**src/rtl/jtag_pkg.sv**
```systemverilog
// Shared definitions for the boundary-scan register chain: instruction codes
// and the decoded per-cycle DR operation set.
package jtag_pkg;

    localparam int BSR_INST_W = 2;

    localparam logic [BSR_INST_W-1:0] INST_EXTEST = 2'b00;
    localparam logic [BSR_INST_W-1:0] INST_SAMPLE = 2'b01;
    localparam logic [BSR_INST_W-1:0] INST_BYPASS = 2'b10;
    localparam logic [BSR_INST_W-1:0] INST_INTEST = 2'b11;

    // At most one field is set: the single operation that acts this cycle.
    typedef struct packed {
        logic bsr_capture;
        logic bsr_shift;
        logic bsr_update;
        logic byp_capture;
        logic byp_shift;
    } dr_ops_t;

    // Capture beats shift beats update; BYPASS steers capture/shift to the
    // bypass bit and suppresses update entirely.
    function automatic dr_ops_t decode_dr_ops(
        input logic [BSR_INST_W-1:0] inst,
        input logic                  capture,
        input logic                  shift,
        input logic                  update
    );
        dr_ops_t ops;
        logic    bypass;
        ops    = '0;
        bypass = (inst == INST_BYPASS);
        if (capture) begin
            if (bypass) begin
                ops.byp_capture = 1'b1;
            end else begin
                ops.bsr_capture = 1'b1;
            end
        end else if (shift) begin
            if (bypass) begin
                ops.byp_shift = 1'b1;
            end else begin
                ops.bsr_shift = 1'b1;
            end
        end else if (update && !bypass) begin
            ops.bsr_update = 1'b1;
        end
        return ops;
    endfunction

endpackage

```
**src/rtl/jtag_bsr_chain_cell.sv**
```systemverilog
// One boundary-scan cell: a capture/shift flop feeding the serial chain and
// an update flop holding the value presented to the pin/core mux.
module bsr_cell (
    input  logic TCLK,
    input  logic TRST,
    input  logic capture,
    input  logic shift,
    input  logic update,
    input  logic par_in,
    input  logic ser_in,
    output logic ser_out,
    output logic upd_out
);

    logic cap_q;
    logic cap_d;
    logic upd_q;
    logic upd_d;

    always_comb begin
        cap_d = cap_q;
        upd_d = upd_q;
        if (capture) begin
            cap_d = par_in;
        end else if (shift) begin
            cap_d = ser_in;
        end else if (update) begin
            upd_d = cap_q;
        end
    end

    always_ff @(posedge TCLK) begin
        if (TRST) begin
            cap_q <= 1'b0;
            upd_q <= 1'b0;
        end else begin
            cap_q <= cap_d;
            upd_q <= upd_d;
        end
    end

    assign ser_out = cap_q;
    assign upd_out = upd_q;

endmodule

```
**src/rtl/jtag_bsr_chain.sv**
```systemverilog
// Boundary-scan register chain: N_IN input cells then N_OUT output cells
// between TDI and TDO, plus a bypass bit and the pin/core output muxes.
module jtag_bsr_chain
    import jtag_pkg::*;
#(
    parameter int N_IN  = 36,
    parameter int N_OUT = 39
) (
    input  logic                  TCLK,
    input  logic                  TRST,
    input  logic [BSR_INST_W-1:0] inst,
    input  logic                  capture_dr,
    input  logic                  shift_dr,
    input  logic                  update_dr,
    input  logic                  TDI,
    output logic                  TDO,
    input  logic [N_IN-1:0]       pin_in,
    output logic [N_IN-1:0]       core_in,
    input  logic [N_OUT-1:0]      core_out,
    output logic [N_OUT-1:0]      pin_out
);

    localparam int W = N_IN + N_OUT;

    if (N_IN < 1 || N_OUT < 1) begin : g_param_check
        $error("jtag_bsr_chain: N_IN (%0d) and N_OUT (%0d) must both be at least 1", N_IN, N_OUT);
    end

    dr_ops_t        ops;
    logic [W-1:0]   par_in;
    logic [W-1:0]   ser_in;
    logic [W-1:0]   sreg;
    logic [W-1:0]   ureg;
    logic           byp_q;
    logic           byp_d;

    always_comb begin
        ops = decode_dr_ops(inst, capture_dr, shift_dr, update_dr);
    end

    // Cell 0 sits next to TDI, so the chain shifts towards the top index.
    assign par_in = {core_out, pin_in};
    assign ser_in = {sreg[W-2:0], TDI};

    genvar gi;
    for (gi = 0; gi < W; gi++) begin : g_cell
        bsr_cell u_cell (
            .TCLK    (TCLK),
            .TRST    (TRST),
            .capture (ops.bsr_capture),
            .shift   (ops.bsr_shift),
            .update  (ops.bsr_update),
            .par_in  (par_in[gi]),
            .ser_in  (ser_in[gi]),
            .ser_out (sreg[gi]),
            .upd_out (ureg[gi])
        );
    end

    always_comb begin
        byp_d = byp_q;
        if (ops.byp_capture) begin
            byp_d = 1'b0;
        end else if (ops.byp_shift) begin
            byp_d = TDI;
        end
    end

    always_ff @(posedge TCLK) begin
        if (TRST) begin
            byp_q <= 1'b0;
        end else begin
            byp_q <= byp_d;
        end
    end

    // Muxes follow inst with no register so an instruction change is visible at once.
    assign TDO     = (inst == INST_BYPASS) ? byp_q : sreg[W-1];
    assign core_in = (inst == INST_INTEST) ? ureg[N_IN-1:0] : pin_in;
    assign pin_out = (inst == INST_EXTEST) ? ureg[W-1:N_IN] : core_out;

endmodule

```
**config.mk**
```make
export PLATFORM = sky130hd
export DESIGN_NAME = jtag_bsr_chain
export DESIGN_NICKNAME = d
export VERILOG_FILES = /design/src/rtl/jtag_pkg.sv /design/src/rtl/jtag_bsr_chain_cell.sv /design/src/rtl/jtag_bsr_chain.sv
export SDC_FILE = /design/constraint.sdc
export NUM_CORES = 1
export LEC_CHECK = 0
export CORE_MARGIN = 4
export CORE_UTILIZATION = 35
export DETAILED_ROUTE_END_ITERATION = 6
export MAX_ROUTING_LAYER = met4
export SYNTH_ARGS = -nofsm -noshare
export SYNTH_HDL_FRONTEND = slang
export SYNTH_SLANG_ARGS = --single-unit
```
**constraint.sdc**
```tcl
create_clock -name TCLK -period 1.6 [get_ports TCLK]
set_input_delay 0.4 -clock TCLK [delete_from_list [all_inputs] [get_ports TCLK]]
set_output_delay 0.4 -clock TCLK [all_outputs]
set_load 0.02 [all_outputs]
```
==> results of run 1 <==
stage by stage:
stage	worst slack (ns)	std cells	area, um^2
3_5_place_dp	-1.07	1332	10700
4_1_cts	-0.286	1378	11700
5_1_grt	-0.284	1386	12100
6_report	-0.262	1386	12100
3_3_place_gp	-1.05	1332	10700
2_1_floorplan	-0.0481	837	8200
cell usage in the layout, fill, tap and decap left out, types with 2 or more instances in the layout:
master,instances
inv_1,75
mux2_4,75
buf_4,84
buf_6,92
clkinv_2,4
buf_16,2
nand2b_1,225
a221oi_1,75
buf_8,2
clkinv_4,3
dfxtp_1,151
bufinv_16,4
clkinvlp_4,2
dlygate4sd2_1,4
dlymetal6s2s_1,10
clkbuf_16,19
mux2i_1,150
clkdlybuf4s50_1,63
buf_12,19
area by class of cell:
cell class | count | share of cell area
well taps | 313 | 0.0324
clock buffers | 18 | 0.0355
multi-input cells | 536 | 0.397
inverters | 75 | 0.0233
diodes | 1 | 0.000207
clock inverters | 13 | 0.0150
repair buffers | 279 | 0.246
flip-flops and latches | 151 | 0.250
path summary, 6_finish.rpt:
kind | startpoint | to
worst max register to register | g_cell[54].u_cell.ser_out | g_cell[55].u_cell.ser_out
worst min-delay path | TRST | g_cell[70].u_cell.ser_out
worst max-delay path | inst[1] | pin_out[30]
worst min register to register | g_cell[21].u_cell.upd_out | g_cell[21].u_cell.upd_out
power breakdown:
group          internal [W]  switching [W]  leakage [nW]  total [W]
Clock               0.00260        0.00162         0.296    0.00422
Combinational       0.00130       0.000985          3.65    0.00229
Sequential          0.00397       0.000135          1.24    0.00410
state kept, by name (all words and copies together), names as in the netlist:
| register | cells |
|---|---|
| byp_q | 1 |
| g_cell.u_cell.ser_out | 75 |
| g_cell.u_cell.upd_out | 75 |
worst register-to-register path: cells and delay by family, from the launching register on:
family,cells,cell delay [ns]
compound gates,1,0.24
mux,1,0.09
flops,1,0.34
simple gates,1,0.16
routing by layer:
metal / part of all wire / routed length [um] / GRT usage / vias to the layer above
li1: - / - / - / 3300
met1: 0.48 / 10900 / 0.231 / 3117
met2: 0.46 / 10500 / 0.274 / 125
met3: 0.039 / 883 / 0.0321 / 17
met4: 0.014 / 314 / 0.0524 / 0
met5: 0 / 0 / - / -
cells by family (layout without fill, tap and decap cells):
family,Yosys count,after routing
other,0,1
muxes,226,226
DFF,151,151
AOI/OAI and AO/OA,78,78
and+or+nand+nor,232,232
buffers and inverters,150,385
timing repair:
action / 4_1_cts / 5_1_grt
pin swaps: 2 / 1
endpoints found under the setup margin: 226 / 80
resized for setup: 463 / 119
gates cloned: 5 / 2
setup buffers: 10 / 8
hold endpoints to repair: 0 / 0
==> flow_summary.ini, run 1 <==
[place]
dp_hpwl_mm = 14.0
portBuffers = 158
gp_routability_congestion = 0.740

[clocking]
clockBufferDepth = 2
root_buffer = clkbuf_16
numCtsBuffers = 17
insertion_delay_ns = 0.41
cts_tree = yes
cts.sinks = 151
htree_num_levels = 4
cts_hold_buffers = 0
clk_pin_slew_ns = 0.06

[timing]
min_period_ns = 1.86
setup_violations = 75
fin_ws_ns = -0.262
drv_slew = 0
period_share = 1.16
max_slew_margin = 0.752
worst_slew_pin_slew_ns = 0.373
finClkSkew_ns = 0.00654
fin_tns_setup_ns = -12.22
whs_ns = 0.356
rsz0062_at_grt = true
finalHoldViolCount = 0
fmax_ghz = 0.537

[synth]
syn_area_um2 = 8140
synth_nets = 920
syn_avg_cell_area_um2 = 9.73
async_reset_ff_frac = 0
muxShareOfSynthArea = 0.289
synth-xor-area-share = 0
yosys-top-cells-area = dfxtp_1, mux2i_1, nand2b_1
ys_seq_area_frac = 0.371
syn_inst = 837
netlist_top_cells_count = nand2b_1, dfxtp_1, mux2i_1, mux2_2
synth_seq_cells = 151
synth_compound_area_frac = 0.0825
yosysTopAreaCellShare = 0.371
synth_edf_count = 0
synth_top_family_by_area = multiplexers
synthSimpleGateAreaFrac = 0.177
ys_warn_count = 0
synth.largest_area_cell = dfxtp_1
synthFlopType = dfxtp_1
synth_adder_area_share = 0
synth_most_common_cell = nand2b_1
yosysUniqueCellTypes = 18

[global_route]
gr-total-overflow = 0
grt_pass1_vias = 6651
track_usage = 0.175
grt_pass1_wl_mm = 35.8
grt_max_degree = 68
antenna_found_initial = 1

[setup_path]
slowest_delay_ns = 0.31
cp_num_cells = 6
required_ns = 1.20
cp_top_family = buffers and inverters
reg2regPathDepth = 3
worstSetupPathType = in -> out
startpoint_type = input pin
cp_num_buf_inv = 4
path_common_cell = buf_6
worstPathCellList = buf_12, nor2_4, buf_6, clkbuf_16, mux2_4, buf_6
end_kind = primary output
cp_data_arrival_time_ns = 1.46
rrSetupSlack_ns = 0.66
crit_slowest_cell = mux2_4
path_max_fanout = 5

[layout]
seqCellArea_um2 = 3020
nets = 1143
layout-drive-gt1-share = 0.292
area_delta_synth_final_pct = 48.4
multiInputGateArea_um2 = 4800
fin_util = 0.531
fill_cells = 2062

[route]
viasPerCell = 4.73
firstDrtPassIters = 4
drtIter0Drc = 306
vias = 6559
drc = 0
wl_per_cell_um = 16.2
drtAntennaViolNets = 0
drt-total-wl_mm = 22.5

[power]
finalPower_w = 0.0106
peakVddDrop_uv = 587
p_leak_nw = 5.19
power_density_nw_per_um2 = 878

[min_path]
min_path_cells = 2
hp-class = in -> reg

[run_status]
violations = negative setup slack
outcome = complete, but fails checks

[floorplanning]
core_um2 = 22800
initial_core_util = 0.358
die_area_um2 = 25800
rows = 55
ios = 159
die_x_um = 161
die_h_um = 161

[job]
drv_cap = 0
Power figures use the tool's default switching activity.
==> inputs of run 2 (changes only) <==
Clock period 1.6 ns to 2.2 ns, I/O delays scaled along.
==> run 2 against run 1 <==
Compared with the run above: the flow now finishes without violations; first-iteration DRC count is 4.2% higher; register-to-register slack improved by 0.60 ns; total power is 28% lower; flip-flop and latch count unchanged; clock-buffer cell count rose by 1; clock power shrank 24%; via count is 2.1% lower.
==> flow_summary.ini, run 2 (synthesis results as in run 1) <==
[setup_path]
rrSetupSlack_ns = 1.26
path_max_fanout = 6
required_ns = 1.65
cp_data_arrival_time_ns = 1.63
cp_num_buf_inv = 4
worstSetupPathType = in -> out
crit_slowest_cell = mux2_2
r2r-start = g_cell[7].u_cell.ser_out
worstPathCellList = buf_4, nor2_4, buf_4, clkbuf_16, mux2_2, buf_2
path_common_cell = buf_4
slowest_delay_ns = 0.32
cp_top_family = buffers and inverters
reg2regPathDepth = 3
end_kind = primary output
r2r-end = g_cell[8].u_cell.ser_out
startpoint_type = input pin

[clocking]
numCtsBuffers = 17
cts.sinks = 151
clockBufferDepth = 2
insertion_delay_ns = 0.42
htree_num_levels = 4
root_buffer = clkbuf_16
cts_tree = yes
clk_pin_slew_ns = 0.06

[place]
pre_cts_ws_ns = -0.756
gp_routability_congestion = 0.720
dp_hpwl_mm = 14.0
portBuffers = 158

[global_route]
gr-total-overflow = 0
grt_pass1_wl_mm = 35.6
track_usage = 0.174
antenna_found_initial = 0
grt_max_degree = 62
grt_pass1_vias = 6561

[layout]
layout_common_cells = nand2b_1, dfxtp_1, mux2i_1
final_common_cell = nand2b_1
layout-drive-gt1-share = 0.280
seqCellArea_um2 = 3020
nets = 1129
diodes = 0
area_delta_synth_final_pct = 38.7
multiInputGateArea_um2 = 4540
fill_cells = 2192

[power]
power_density_nw_per_um2 = 675
peakVddDrop_uv = 355
p_leak_nw = 4.62

[route]
viasPerCell = 4.68
vias = 6420
firstDrtPassIters = 4
drc = 0
wl_per_cell_um = 16.0
drt-total-wl_mm = 22.0
drtAntennaViolNets = 0
drtIter0Drc = 319

[min_path]
min_path_cells = 2
holdCritStartpoint = g_cell[52].u_cell.upd_out
hp-class = reg -> reg
whs_endpoint = g_cell[52].u_cell.upd_out

[timing]
period_share = 0.990
min_period_ns = 2.18
whs_ns = 0.468
fmax_ghz = 0.459
rsz0062_at_grt = true
finClkSkew_ns = 0.00964
setup_violations = 0
finalHoldViolCount = 0
fin_ws_ns = 0.0213
drv_slew = 0
max_slew_margin = 0.644
worst_slew_pin_slew_ns = 0.533

[floorplanning]
initial_core_util = 0.358
die_h_um = 161
die_x_um = 161
die_area_um2 = 25800
rows = 55
core_um2 = 22800
ios = 159

[run_status]
outcome = finished clean

[job]
drv_cap = 0
==> run 2: cell types whose count changed in the layout (fill, tap and decap cells not counted), sizes merged <==
cell           change
dlymetal6s2s      -10
dlygate4sd2        -3
inv                +3
bufbuf             +1
clkdlybuf4s50     +14
clkdlybuf4s15     +12
clkinv             -3
buf               -28
clkbuf             +1
diode              -1
==> run 2: through the flow <==
stage	total power, W	util	area (um^2)	std cells	TNS, ns
global placement	0.00450	0.467	10600	1329	-105.22
global route	0.00796	0.496	11300	1372	-0.308
floorplan	0.00386	-	8140	837	0
detailed placement	0.00451	0.467	10600	1329	-110.11
CTS	0.00770	0.490	11200	1370	0
finish	0.00763	0.496	11300	1372	0
==> run 2: layout make-up <==
type                            count  area share
Tap cell                          313      0.0347
Timing Repair Buffer              265       0.213
Sequential cell                   151       0.268
Clock inverter                     13      0.0171
Inverter                           75      0.0249
Clock buffer                       19      0.0401
Multi-Input combinational cell    536       0.402
==> run 2: what timing repair did <==
item,in CTS,in global routing
pin swaps,2,1
buffers inserted,5,0
cloned,4,2
gates resized for setup,306,26
hold buffers,0,0
endpoints found under the setup margin,76,47
==> run 2: worst max-delay path by stage <==
stage | start | endpoint | slack, ns | depth (start not counted)
floorplan | inst[1] | pin_out[19] | 0.11 | 4
global placement | inst[1] | pin_out[32] | -0.73 | 5
detailed placement | inst[1] | pin_out[0] | -0.76 | 5
CTS | inst[0] | pin_out[32] | 0.003 | 6
global route | inst[1] | pin_out[35] | -0.03 | 6
finish | inst[1] | pin_out[31] | 0.02 | 6
==> run 2: metal layers <==
metal  vias up  track usage  routed length (um)
met5         -            -                   0
met4         0       0.0391                 174
met3        14       0.0305                 889
met2       112        0.277               10300
met1      3006        0.233               10600
li1       3288            -                   -
==> run 2: worst register-to-register path: stages, from the launching register on <==
cell,delay (ns)
dfxtp_1,0.37
nand2b_1,0.12
mux2i_1,0.07
a221oi_1,0.29
==> run 2: where the power goes <==
part           internal [W]  total [W]  switching, W  leakage [nW]
Clock               0.00198    0.00319       0.00122         0.311
Sequential          0.00289    0.00299     0.0000987          1.24
Combinational      0.000779    0.00145      0.000668          3.07
